===== config.mk =====
export PLATFORM = sky130hd
export DESIGN_NAME = mac_activation_collector
export DESIGN_NICKNAME = d
export VERILOG_FILES = /design/src/rtl/mac_activation_collector.sv
export SDC_FILE = /design/constraint.sdc
export NUM_CORES = 1
export LEC_CHECK = 0
export ABC_CLOCK_PERIOD_IN_PS = 2350
export CAP_MARGIN = 10
export CORE_MARGIN = 8
export CORE_UTILIZATION = 55
export CTS_BUF_LIST = sky130_fd_sc_hd__clkbuf_4 sky130_fd_sc_hd__clkbuf_8
export DETAILED_ROUTE_END_ITERATION = 12
export GPL_ROUTABILITY_DRIVEN = 0
export PLACE_DENSITY = 0.9
export SLEW_MARGIN = 20
export SYNTH_ARGS = -nofsm -noshare
export SYNTH_HDL_FRONTEND = slang
export SYNTH_SLANG_ARGS = --single-unit

===== constraint.sdc =====
create_clock -name clk -period 2.35 [get_ports clk]
set_input_delay 0.5875 -clock clk [delete_from_list [all_inputs] [get_ports clk]]
set_output_delay 0.5875 -clock clk [all_outputs]
set_load 0.02 [all_outputs]

===== src/rtl/mac_activation_collector.sv =====
// Post-MAC stage: restarts the MAC once per window, adds bias to its result, rounds,
// applies ReLU with saturation and queues the activation in a show-ahead output FIFO.
module mac_activation_collector #(
    parameter int PIXEL_WIDTH = 10,
    parameter int ACC_WIDTH   = 26,
    parameter int FRAC_BITS   = 18,
    parameter int DEPTH       = 4
) (
    input  logic                       clk,
    input  logic                       rst,
    input  logic                       enable,
    input  logic [ACC_WIDTH-1:0]       mac_out,
    input  logic                       mac_done,
    input  logic [ACC_WIDTH-1:0]       bias,
    output logic                       mac_rst,
    output logic [PIXEL_WIDTH-1:0]     out_pixel,
    output logic                       out_valid,
    input  logic                       out_ready,
    output logic [$clog2(DEPTH+1)-1:0] fifo_count,
    output logic                       overflow
);

    localparam int CNT_W = $clog2(DEPTH + 1);
    localparam int PTR_W = (DEPTH > 1) ? $clog2(DEPTH) : 1;
    localparam int SUM_W = ACC_WIDTH + 1;
    localparam int RND_W = ACC_WIDTH + 2;
    localparam logic signed [RND_W-1:0] PIX_MAX = RND_W'((1 << (PIXEL_WIDTH - 1)) - 1);
    localparam logic [RND_W-1:0] HALF_LSB = RND_W'(1) << (FRAC_BITS - 1);

    // state   | meaning
    // IDLE    | MAC held in reset, waiting for enable
    // RUN     | MAC accumulating, waiting for mac_done
    // RESTART | one-cycle MAC reset after a capture
    typedef enum logic [1:0] {
        IDLE,
        RUN,
        RESTART
    } state_t;

    state_t                 state;
    logic                   cap_valid;
    logic [ACC_WIDTH-1:0]   cap_mac;
    logic [ACC_WIDTH-1:0]   cap_bias;
    logic                   sum_valid;
    logic [SUM_W-1:0]       sum_q;
    logic signed [RND_W-1:0] rnd_sum;
    logic signed [RND_W-1:0] rnd;
    logic [PIXEL_WIDTH-1:0] act;

    logic [PIXEL_WIDTH-1:0] mem [DEPTH];
    logic [PTR_W-1:0]       wr_ptr;
    logic [PTR_W-1:0]       rd_ptr;
    logic [PTR_W-1:0]       rd_next;
    logic                   push;
    logic                   pop;
    logic                   push_ok;

    function automatic logic [PTR_W-1:0] ptr_inc(input logic [PTR_W-1:0] p);
        return (p == PTR_W'(DEPTH - 1)) ? '0 : p + 1'b1;
    endfunction

    always_ff @(posedge clk) begin
        if (rst) begin
            state     <= IDLE;
            mac_rst   <= 1'b1;
            cap_valid <= 1'b0;
            cap_mac   <= '0;
            cap_bias  <= '0;
        end else begin
            cap_valid <= 1'b0;
            case (state)
                IDLE: begin
                    if (enable) begin
                        state   <= RUN;
                        mac_rst <= 1'b0;
                    end
                end
                RUN: begin
                    if (mac_done) begin
                        cap_valid <= 1'b1;
                        cap_mac   <= mac_out;
                        cap_bias  <= bias;
                        state     <= RESTART;
                        mac_rst   <= 1'b1;
                    end else if (!enable) begin
                        state   <= IDLE;
                        mac_rst <= 1'b1;
                    end
                end
                RESTART: begin
                    // mac_done is still high from the finished window, so it is not looked at here
                    if (enable) begin
                        state   <= RUN;
                        mac_rst <= 1'b0;
                    end else begin
                        state   <= IDLE;
                        mac_rst <= 1'b1;
                    end
                end
                default: begin
                    state   <= IDLE;
                    mac_rst <= 1'b1;
                end
            endcase
        end
    end

    always_ff @(posedge clk) begin
        if (rst) begin
            sum_valid <= 1'b0;
            sum_q     <= '0;
        end else begin
            sum_valid <= cap_valid;
            if (cap_valid) begin
                sum_q <= {cap_mac[ACC_WIDTH-1], cap_mac} + {cap_bias[ACC_WIDTH-1], cap_bias};
            end
        end
    end

    // Round half up, then ReLU and clamp to the largest positive pixel value.
    always_comb begin
        rnd_sum = {sum_q[SUM_W-1], sum_q} + HALF_LSB;
        rnd     = rnd_sum >>> FRAC_BITS;
        if (rnd[RND_W-1]) begin
            act = '0;
        end else if (rnd > PIX_MAX) begin
            act = PIX_MAX[PIXEL_WIDTH-1:0];
        end else begin
            act = rnd[PIXEL_WIDTH-1:0];
        end
    end

    assign out_valid = (fifo_count != '0);
    assign push      = sum_valid;
    assign pop       = out_valid & out_ready;
    assign push_ok   = push & ((fifo_count < CNT_W'(DEPTH)) | pop);
    assign rd_next   = pop ? ptr_inc(rd_ptr) : rd_ptr;

    always_ff @(posedge clk) begin
        if (push_ok) begin
            mem[wr_ptr] <= act;
        end
    end

    always_ff @(posedge clk) begin
        if (rst) begin
            wr_ptr     <= '0;
            rd_ptr     <= '0;
            fifo_count <= '0;
            overflow   <= 1'b0;
            out_pixel  <= '0;
        end else begin
            if (push_ok) begin
                wr_ptr <= ptr_inc(wr_ptr);
            end
            rd_ptr <= rd_next;
            case ({push_ok, pop})
                2'b10:   fifo_count <= fifo_count + 1'b1;
                2'b01:   fifo_count <= fifo_count - 1'b1;
                default: fifo_count <= fifo_count;
            endcase
            if (push && !push_ok) begin
                overflow <= 1'b1;
            end
            // Registered head: the new result becomes head when it lands on the read slot;
            // an emptied FIFO keeps showing the last popped value.
            if (push_ok && (rd_next == wr_ptr)) begin
                out_pixel <= act;
            end else if (pop && (fifo_count > CNT_W'(1))) begin
                out_pixel <= mem[rd_next];
            end
        end
    end

endmodule

==> run metrics <==
status finished clean; actual slew at the worst max-slew pin 0.5032 ns; crit end category register; Diodes inserted 0; H-tree depth 4; WL final 13130 um; Startpoint Class register; final instance count without filler cells 823; # nets final 766; post-synthesis simple-gate area fraction 17.52%; Worst path slowest cell dfxtp_1; Starting DRT DRC Count 401; VDD IR max 333.5 uV; syn nets 684; Leak 2.760 nW; Synth cell types 58; first-pass GRT wire length 22370 um; pwr/cell area 744.6 nW/um^2; max-capacitance violation count 0; post-route minimum period 2.241 ns; DRC Markers 0; Max Slew Vio Count 0; CTS Buf Count 17; HPWL after DPL 9423 um; Crit path depth 9; post-route ant nets 0; Placed Instances 790; Clock Latency Late Sink 0.42 ns; Synth Register Bits 120; Setup Skew 0.008698 ns; IO Count 73; Crit path required time 2.65 ns; share of synthesized registers carrying an async set or reset 0%; core area 10140 sq um; Hold Crit Class reg2reg; post-synthesis compound-gate area fraction 14.30%; largest net degree at the start of global routing 55; worst r2r path cells 9; Mapped Cells 592; mux contribution to synthesized area 7.048%; Rel. slew slack 66.45%; worst hold path startpoint cap_bias[24]; Post-Syn Area 5663 sq um; crit path cell chain ha_1 > buf_4 > a21oi_1 > nand2_1 > o2111ai_1 > nand3_1 > a31oi_1 > mux2i_1 > o21ai_0; post-route clock period utilization 95.36%; Starting Density 55.86%; delay of the slowest critical-path stage 0.33 ns; gr ovfl total 0; syn_area_per_cell 9.566 sq um; Die Y 117.5 um; initial antenna violation count 0; flop-to-flop setup slack 0.11 ns; Area Overhead vs Synth 24.79%; Setup TNS 0 ns; Max clock buf depth 2; DIE WIDTH 117.5 um; CTS tree yes; Synth Area in XOR/XNOR 1.525%; YS warnings 0; f_max 446.2 MHz; commonest non-fill, non-tap cells in the layout nand2_1, dfxtp_1, a21oi_1; Via density 5.714; Worst Setup SP cap_bias[7]; IO Port Bufs 71; sequential area share after synthesis 48.78%; WP data arrival 2.54 ns; proportion of layout cells with a drive suffix above 1 10.33%; crit-path max FO 5; Finish-stage setup viols 0; clock transition at the registers of the reported paths 0.08 ns; RSZ-0062 raised after global routing no; wire per inst 15.95 um; DIE AREA 13800 sq um; final core occ 69.70%; combinational family with the most area after synthesis simple AND/OR/NAND/NOR gates; commonest non-fill, non-tap cell in the layout nand2_1; row count 37; All-Layer GR Usage 19.07%; Adder-Cell Fraction of Synth Area 7.733%; number of global-route vias before repair 4961; routed vias 4703; worst path bufs/invs 1; total iterations of the first detailed-routing run 7; WS Path Type reg2reg; Hold Violations, Final 0; clk sinks 120; # hold bufs at CTS 0; worst reg2reg startpoint cap_bias[7]; CP delay by family, top compound AO/OA/AOI/OAI gates; Hold Path Depth 2; root buffer cell clkbuf_8; EDFF count, synth 36; Main synth FF type dfxtp_1
-- layout make-up --
cell class / count / area [sq um]
Fill cell: 688 / 3072
Multi-Input combinational cell: 432 / 2784
Sequential cell: 120 / 2765
Timing Repair Buffer: 88 / 869.6
Clock buffer: 17 / 234.0
Clock inverter: 15 / 187.7
Tap cell: 136 / 170.2
Inverter: 15 / 56.30
-- worst min-delay path: stages (launching register included) --
cell,delay (ns)
dfxtp_1,0.31
nand2_1,0.05
a21oi_1,0.05
-- timing repair --
action | in CTS | in global routing
pin swaps | 1 | 6
setup buffers | 0 | 1
endpoints found under the setup margin | 2 | 14
gates resized for setup | 1 | 9
-- synthesized netlist by cell type (3+ instances only) --
| library cell | number | area (sq um) |
|---|---|---|
| mux2i_1 | 13 | 130.1 |
| o21ai_0 | 15 | 75.07 |
| dfxtp_1 | 84 | 1682 |
| a211oi_1 | 12 | 90.09 |
| nor2b_1 | 3 | 18.77 |
| nand2_1 | 130 | 488.0 |
| xor2_1 | 6 | 52.55 |
| o22ai_1 | 3 | 18.77 |
| and3_1 | 11 | 68.82 |
| a31oi_1 | 4 | 25.02 |
| edfxtp_1 | 36 | 1081 |
| or3_1 | 4 | 25.02 |
| a21o_1 | 4 | 30.03 |
| nor3_1 | 11 | 55.05 |
| inv_1 | 15 | 56.30 |
| a21oi_1 | 76 | 380.4 |
| nand4_1 | 5 | 31.28 |
| clkbuf_1 | 19 | 71.32 |
| nor2_1 | 38 | 142.6 |
| mux4_1 | 8 | 210.2 |
| nand3_1 | 13 | 65.06 |
| ha_1 | 35 | 437.9 |
-- power by group --
group	total [mW]	switching [mW]	internal [mW]	leakage, nW
Sequential	2.26	0.0626	2.19	1.05
Combinational	1.02	0.475	0.547	1.50
Clock	1.98	0.912	1.07	0.206
Total	5.26	1.45	3.81	2.76
-- worst paths after layout --
kind                       end
setup / recovery     sum_q[24]
hold / removal    cap_bias[24]
setup reg to reg     sum_q[24]
hold reg to reg   cap_bias[24]
-- sequential cells by signal, indices dropped and copies added, names as in the netlist --
name and cells:
wr_ptr 2, mac_rst 1, sum_q 10, cap_bias 26, fifo_count 3, overflow 1, cap_mac 26, mem 36
cap_valid 1, push 1, rd_ptr 2, out_pixel 9, state 2
-- metrics by stage --
step / power [mW] / setup WS, ns / cell area [sq um] / hold slack (ns)
6_report: 5.262 / 0.1091 / 7067 / 0.4583
5_1_grt: 5.460 / 0.01366 / 7067 / 0.4810
4_1_cts: 5.279 / 0.005299 / 7009 / 0.4621
3_5_place_dp: 3.327 / -0.2049 / 6589 / 0.4521
3_3_place_gp: 3.262 / -0.1075 / 6589 / 0.4470
2_1_floorplan: 2.932 / 0.07838 / 5663 / 0.4366
-- cells by family after synthesis --
| family | count (synthesis) |
|---|---|
| compound gates | 136 |
| flops | 120 |
| other cells | 1 |
| buf+inv | 40 |
| fa+ha+maj | 35 |
| mux | 25 |
| simple gates | 226 |
| xor+xnor | 9 |
-- metal layers --
layer  track usage, %  vias to the layer above  wire, um
met3            5.612                       25       766
met5                0                        -         0
met2            35.19                      154      6905
met1            20.22                     2228      5244
met4            6.485                        0       214
li1                 -                     2296         -
Power figures use the tool's default switching activity.
